`src/rtl/usb_rx.sv`:
```
// Full-speed USB receive front end: pin sync, bit recovery, NRZI decode,
// bit unstuffing, SYNC hunt, byte assembly into the packet buffer and CRC16.
module usb_rx #(
    parameter int BUFFER_SIZE   = 1024,
    parameter int ADDRESS_WIDTH = 10
) (
    input  logic                     clk48,
    input  logic                     reset,
    input  logic                     usb_d_p_in,
    input  logic                     usb_d_n_in,
    output logic                     buffer_write_enable,
    output logic [ADDRESS_WIDTH-1:0] buffer_write_address,
    output logic [7:0]               buffer_write_data,
    output logic                     packet_ready,
    output logic [ADDRESS_WIDTH:0]   packet_length,
    output logic                     packet_error,
    output logic                     crc16_ok
);

    // Line state codes are simply {D+, D-}
    localparam logic [1:0] LINE_SE0 = 2'b00;
    localparam logic [1:0] LINE_K   = 2'b01;
    localparam logic [1:0] LINE_J   = 2'b10;
    localparam logic [1:0] LINE_SE1 = 2'b11;

    localparam logic [ADDRESS_WIDTH:0] BUF_BYTES = (ADDRESS_WIDTH+1)'(BUFFER_SIZE);
    localparam logic [15:0]            CRC_RESIDUAL = 16'h800D;

    typedef enum logic [2:0] {
        S_IDLE,
        S_SYNC,
        S_RECEIVE,
        S_EOP,
        S_ERROR
    } state_t;

    // Front end: synchronizers, registered line state, bit phase
    logic [1:0] meta_q;
    logic [1:0] sync_q;
    logic [1:0] line_q;
    logic [1:0] phase_q;

    // Receiver state
    state_t                 state_q;
    logic [1:0]             prev_q;
    logic [2:0]             ones_q;
    logic [7:0]             sync_sr_q;
    logic [3:0]             sync_cnt_q;
    logic [7:0]             data_sr_q;
    logic [2:0]             bit_cnt_q;
    logic [ADDRESS_WIDTH:0] byte_cnt_q;
    logic                   overflow_q;
    logic [15:0]            crc_q;
    logic                   j_seen_q;

    // Registered outputs
    logic                     wr_en_q;
    logic [ADDRESS_WIDTH-1:0] wr_addr_q;
    logic [7:0]               wr_data_q;
    logic                     ready_q;
    logic [ADDRESS_WIDTH:0]   length_q;
    logic                     error_q;
    logic                     crc_ok_q;

    // Decode helpers for the current sample
    logic        sample_d;
    logic        line_is_jk_d;
    logic        rx_bit_d;
    logic        stuff_hit_d;
    logic        crc_fb_d;
    logic [15:0] crc_d;
    logic [2:0]  ones_d;
    logic [7:0]  sync_sr_d;
    logic [7:0]  data_sr_d;

    // Two-flop pin synchronizer, line register, and phase realignment on edges
    always_ff @(posedge clk48 or posedge reset) begin
        if (reset) begin
            meta_q  <= 2'b00;
            sync_q  <= 2'b00;
            line_q  <= 2'b00;
            phase_q <= 2'd0;
        end else begin
            meta_q  <= {usb_d_p_in, usb_d_n_in};
            sync_q  <= meta_q;
            line_q  <= sync_q;
            phase_q <= (sync_q != line_q) ? 2'd0 : phase_q + 2'd1;
        end
    end

    // NRZI decode, stuffing detect, next CRC and shift register values
    always_comb begin
        sample_d     = (phase_q == 2'd2);
        line_is_jk_d = (line_q == LINE_J) || (line_q == LINE_K);
        rx_bit_d     = (line_q == prev_q);
        stuff_hit_d  = (ones_q == 3'd6);
        crc_fb_d     = rx_bit_d ^ crc_q[15];
        crc_d        = {crc_q[14:0], 1'b0} ^ (crc_fb_d ? 16'h8005 : 16'h0000);
        ones_d       = rx_bit_d ? ones_q + 3'd1 : 3'd0;
        sync_sr_d    = {rx_bit_d, sync_sr_q[7:1]};
        data_sr_d    = {rx_bit_d, data_sr_q[7:1]};
    end

    // Packet FSM with byte writes and end-of-packet reporting
    always_ff @(posedge clk48 or posedge reset) begin
        if (reset) begin
            state_q    <= S_IDLE;
            prev_q     <= LINE_J;
            ones_q     <= 3'd0;
            sync_sr_q  <= 8'h00;
            sync_cnt_q <= 4'd0;
            data_sr_q  <= 8'h00;
            bit_cnt_q  <= 3'd0;
            byte_cnt_q <= '0;
            overflow_q <= 1'b0;
            crc_q      <= 16'hFFFF;
            j_seen_q   <= 1'b0;
            wr_en_q    <= 1'b0;
            wr_addr_q  <= '0;
            wr_data_q  <= 8'h00;
            ready_q    <= 1'b0;
            length_q   <= '0;
            error_q    <= 1'b0;
            crc_ok_q   <= 1'b0;
        end else begin
            wr_en_q <= 1'b0;
            ready_q <= 1'b0;
            if (sample_d) begin
                case (state_q)
                    S_IDLE: begin
                        if (line_q == LINE_K) begin
                            // First K of SYNC decodes to 0; an all-zero register already holds it
                            state_q    <= S_SYNC;
                            prev_q     <= LINE_K;
                            sync_sr_q  <= 8'h00;
                            sync_cnt_q <= 4'd1;
                            ones_q     <= 3'd0;
                        end else begin
                            prev_q <= LINE_J;
                        end
                    end
                    S_SYNC: begin
                        if (!line_is_jk_d) begin
                            state_q <= S_IDLE;
                            prev_q  <= LINE_J;
                        end else begin
                            prev_q     <= line_q;
                            sync_cnt_q <= sync_cnt_q + 4'd1;
                            if (stuff_hit_d && rx_bit_d) begin
                                state_q <= S_IDLE;
                                prev_q  <= LINE_J;
                            end else if (stuff_hit_d) begin
                                ones_q <= 3'd0;
                                if (sync_cnt_q == 4'd15) begin
                                    state_q <= S_IDLE;
                                    prev_q  <= LINE_J;
                                end
                            end else begin
                                // The trailing 1 of SYNC counts toward stuffing of the PID
                                ones_q    <= ones_d;
                                sync_sr_q <= sync_sr_d;
                                if (sync_sr_d == 8'h80) begin
                                    state_q    <= S_RECEIVE;
                                    bit_cnt_q  <= 3'd0;
                                    byte_cnt_q <= '0;
                                    overflow_q <= 1'b0;
                                    crc_q      <= 16'hFFFF;
                                    data_sr_q  <= 8'h00;
                                end else if (sync_cnt_q == 4'd15) begin
                                    state_q <= S_IDLE;
                                    prev_q  <= LINE_J;
                                end
                            end
                        end
                    end
                    S_RECEIVE: begin
                        if (line_q == LINE_SE0) begin
                            state_q <= S_EOP;
                        end else if (line_q == LINE_SE1) begin
                            state_q  <= S_ERROR;
                            j_seen_q <= 1'b0;
                        end else begin
                            prev_q <= line_q;
                            if (stuff_hit_d && rx_bit_d) begin
                                state_q  <= S_ERROR;
                                j_seen_q <= 1'b0;
                            end else if (stuff_hit_d) begin
                                ones_q <= 3'd0;
                            end else begin
                                ones_q    <= ones_d;
                                data_sr_q <= data_sr_d;
                                bit_cnt_q <= bit_cnt_q + 3'd1;
                                // PID bits are excluded from the CRC
                                if (byte_cnt_q != '0) begin
                                    crc_q <= crc_d;
                                end
                                if (bit_cnt_q == 3'd7) begin
                                    if (byte_cnt_q < BUF_BYTES) begin
                                        wr_en_q    <= 1'b1;
                                        wr_addr_q  <= byte_cnt_q[ADDRESS_WIDTH-1:0];
                                        wr_data_q  <= data_sr_d;
                                        byte_cnt_q <= byte_cnt_q + 1'b1;
                                    end else begin
                                        overflow_q <= 1'b1;
                                    end
                                end
                            end
                        end
                    end
                    S_EOP: begin
                        // Ride out the SE0 bits; the first non-SE0 sample decides
                        if (line_q != LINE_SE0) begin
                            ready_q  <= 1'b1;
                            length_q <= byte_cnt_q;
                            error_q  <= (line_q != LINE_J) || (bit_cnt_q != 3'd0) || overflow_q;
                            crc_ok_q <= (crc_q == CRC_RESIDUAL);
                            state_q  <= S_IDLE;
                            prev_q   <= LINE_J;
                        end
                    end
                    S_ERROR: begin
                        if (line_q == LINE_J) begin
                            if (j_seen_q) begin
                                ready_q  <= 1'b1;
                                length_q <= byte_cnt_q;
                                error_q  <= 1'b1;
                                crc_ok_q <= (crc_q == CRC_RESIDUAL);
                                state_q  <= S_IDLE;
                                prev_q   <= LINE_J;
                            end else begin
                                j_seen_q <= 1'b1;
                            end
                        end else begin
                            j_seen_q <= 1'b0;
                        end
                    end
                    default: begin
                        state_q <= S_IDLE;
                        prev_q  <= LINE_J;
                    end
                endcase
            end
        end
    end

    assign buffer_write_enable  = wr_en_q;
    assign buffer_write_address = wr_addr_q;
    assign buffer_write_data    = wr_data_q;
    assign packet_ready         = ready_q;
    assign packet_length        = length_q;
    assign packet_error         = error_q;
    assign crc16_ok             = crc_ok_q;

endmodule
```
`config.mk`:
```
export PLATFORM = sky130hd
export DESIGN_NAME = usb_rx
export DESIGN_NICKNAME = d
export VERILOG_FILES = /design/src/rtl/usb_rx.sv
export SDC_FILE = /design/constraint.sdc
export NUM_CORES = 1
export LEC_CHECK = 0
export CAP_MARGIN = 25
export CORE_MARGIN = 1
export CORE_UTILIZATION = 58
export CTS_CLUSTER_DIAMETER = 100
export DETAILED_ROUTE_END_ITERATION = 10
export HOLD_SLACK_MARGIN = 0.02
export PLACE_DENSITY = 0.79
export SLEW_MARGIN = 25
export SYNTH_ARGS = -nofsm -noshare
export SYNTH_HDL_FRONTEND = slang
export SYNTH_SLANG_ARGS = --single-unit
export TNS_END_PERCENT = 30
```
`constraint.sdc`:
```
create_clock -name clk48 -period 4 [get_ports clk48]
set_input_delay 0.4 -clock clk48 [delete_from_list [all_inputs] [get_ports clk48]]
set_output_delay 0.4 -clock clk48 [all_outputs]
set_load 0.1 [all_outputs]
```
==> impl_results.md <==
- H-tree depth: 3
- Reg-to-Reg Start: state_q[2]
- Drt first pass iters: 5
- Worst setup SP type: register
- Initial DRC count: 249
- I/O pin count: 37
- Vias in the first global route: 3333
- Post-synth design cell area: 0.00477 mm^2
- Leak pwr: 2.31 nW
- Layout cells sized above 1: 0.192
- Combinational Power Share: 0.187
- P_sw: 746 uW
- Min Tclk post-route: 2960 ps
- Clock Skew: 11.8 ps
- Die Y-Extent: 92.7 um
- Sequential fraction of design power: 0.516
- Final Cycle Share: 0.740
- Routed vias/inst: 5.81
- Count of cell types in the netlist: 59
- Endpoint class of the critical path: register
- Reg2Reg Setup Slack: 1040 ps
- RSZ-0062 raised after global routing: false
- Setup-failing EPs final: 0
- Gpl congestion: 0.921
- Congestion Overflow GR: 0
- Hold crit path type: in -> async
- Crit path max fanout: 26
- Clock slew at the register clock pins of the worst setup and hold paths: 110 ps
- Post-CTS Hold Buffers: 0
- Initial antenna violation count: 0
- TNS Setup: 0 ps
- Terminus of the critical flop-to-flop path: buffer_write_address[4]
- Final WL: 9520 um
- Num CTS Buffers: 9
- Status: finished, final reports clean
- Pwr/cell area: 434 mW/mm^2
- Slew @ Worst Pin: 986 ps
- Post-CTS sizing: 0
- Core area: 0.00785 mm^2
- WL/cell: 16.7 um
- Dominant cells by area after synthesis: dfrtp_1 43%, dfstp_2 9.4%, mux2_2 7.8%, ha_1 3.4%, nand2_1 3.2%
- Post-CTS Setup Repair Bufs: 0
- Worst skew pair latency: 380 ps
- Detailed-route via count: 3319
- Area leader, netlist: dfrtp_1
- PortBufs: 36
- Clock Sinks: 99
- Full die area: 0.00859 mm^2
- Drc violations: 0
- Max Cap Viol: 0
- Post-synth top area share: 0.430
- Post-synthesis net count: 447
- Dpl hpwl: 6510 um
- Peak VDD IR: 0.000246 V
- Synth Area per Inst: 11.1 um^2
- Initial core utilization: 0.608
- Gr usage total: 0.244
- Post-route ant nets: 0
- Row cnt: 32
- Switching share of power: 0.319
- FF+latch count, synth: 99
- Power Internal: 1.59 mW
- Final core utilization: 0.687
- Worst EP required: 4260 ps
- Fmax: 338 MHz
- Nets@finish: 481
- Chip width: 92.7 um
- First-pass GRT wire length: 16400 um
- CP peak stage delay: 830 ps
- CTS Buffer Depth: 2
- Setup CP Type: reg -> reg
- Syn Inst Count: 430
- Max Slew Vio Count: 0
- Synth Flop Type: dfrtp_1
- Antenna Diode Count: 0
- Hold Vio Cnt, Final: 0
- Largest net degree at the start of global routing: 43
- Worst reg2reg path depth: 4
- Slowest-stage cell, CP: and4_1
- CTS tree: built
- Register area share after synthesis: 0.524
- Crit path cell chain: or3b_2, nor2_1, and4_1, mux2_2
- Synth-to-Final Area Change: 13.0%
- EDFF count, synth: 0
- Post-synth ARST share: 1.00
- Synthesis Warnings: 0
- Rel. slew slack: 0.340
- CP arrival: 3220 ps
- Clock power share: 0.298
- CTS Root Cell: clkbuf_8
==> per-stage QoR <==
stage / worst slack [ps] / total power, mW / instance area (um^2) / cells / hold slack (ps)
after detailed placement: 1100 / 1.66 / 5170 / 555 / 345
after global routing: 883 / 2.46 / 5390 / 571 / 332
after global placement: 1140 / 1.65 / 5170 / 555 / 337
final: 1040 / 2.34 / 5390 / 571 / 310
after CTS: 1010 / 2.36 / 5390 / 571 / 308
after floorplan: 1040 / 1.56 / 4770 / 430 / 331
==> cells in the mapped netlist, types with 4 or more instances <==
| cell | n |
|---|---|
| mux2i_1 | 15 |
| inv_1 | 28 |
| nor4_1 | 7 |
| clkbuf_8 | 5 |
| buf_2 | 5 |
| a22o_1 | 10 |
| ha_1 | 13 |
| clkbuf_1 | 8 |
| dfrtp_1 | 82 |
| mux2_2 | 33 |
| o31ai_1 | 9 |
| nand3_1 | 12 |
| o21ai_0 | 22 |
| nand4_1 | 4 |
| nor2_1 | 32 |
| nand2_1 | 41 |
| xnor2_1 | 5 |
| dfstp_2 | 17 |
| a21oi_1 | 9 |
| nor3_1 | 10 |
==> cell usage in the layout, fill, tap and decap left out, types with 3 or more instances in the layout <==
master / count
xor2_1: 3
o21ai_0: 22
dfrtp_1: 82
clkdlybuf4s50_1: 36
mux2_2: 33
a22oi_1: 3
nand4_1: 4
o31ai_1: 9
inv_1: 27
clkbuf_8: 9
nor4_1: 7
nand3_1: 12
a31oi_1: 3
xnor2_1: 5
a21oi_1: 9
a22o_1: 10
inv_8: 3
nor3_1: 10
o32a_1: 3
nor2_1: 32
dfstp_2: 17
or3b_2: 3
buf_4: 7
mux2i_1: 15
a21o_1: 3
o22ai_1: 3
nand2_1: 41
ha_1: 13
==> cells by family after synthesis <==
logic type	synth area share
AND/OR/NAND/NOR	0.140
flip-flops	0.524
AO/OA/AOI/OAI	0.126
buffers and inverters	0.0522
multiplexers	0.109
adder cells (fa/ha/maj)	0.0341
XOR/XNOR	0.0147
==> per-layer routing <==
layer / up-vias / wire length (um) / global-route usage
li1: 1599 / - / -
met1: 1632 / 4380 / 0.326
met2: 75 / 4650 / 0.402
met3: 13 / 330 / 0.0411
met4: 0 / 156 / 0.0897
met5: - / 0 / 0
==> power groups by stage <==
| stage | Combinational [mW] | Clock, mW | Sequential [mW] |
|---|---|---|---|
| after floorplan | 0.366 | 0 | 1.19 |
| after detailed placement | 0.437 | 0 | 1.22 |
| after global placement | 0.430 | 0 | 1.22 |
| final | 0.436 | 0.696 | 1.21 |
| after CTS | 0.438 | 0.711 | 1.21 |
| after global routing | 0.490 | 0.743 | 1.22 |
==> layout make-up <==
class                           instances  area (um^2)
Timing Repair Buffer                   43          413
Tap cell                              102          128
Fill cell                             613         2460
Clock buffer                            9          124
Sequential cell                        99         2500
Inverter                               28          108
Clock inverter                          7         96.3
Multi-Input combinational cell        283         2020
==> how the worst max path moves through the flow <==
| stage | to | start |
|---|---|---|
| 6_report | buffer_write_address[4] | state_q[2] |
| 5_1_grt | buffer_write_address[4] | state_q[2] |
| 4_1_cts | buffer_write_address[4] | state_q[2] |
| 3_5_place_dp | buffer_write_data[3] | state_q[2] |
| 3_3_place_gp | buffer_write_address[4] | state_q[2] |
| 2_1_floorplan | bit_cnt_q[0] | reset |
==> flip-flops by register name, indices dropped and copies added (netlist names), 4 cells and up <==
name / flops
sync_sr_q: 7
buffer_write_address: 10
packet_length: 11
sync_cnt_q: 4
crc_q: 16
byte_cnt_q: 11
buffer_write_data: 8
data_sr_q: 7
==> worst max-delay path: cells and delay by family (launching register included) <==
family | cells | cell delay [ps]
flops | 1 | 580
mux | 1 | 430
simple gates | 3 | 1830
(Power assumes the default switching activity.)
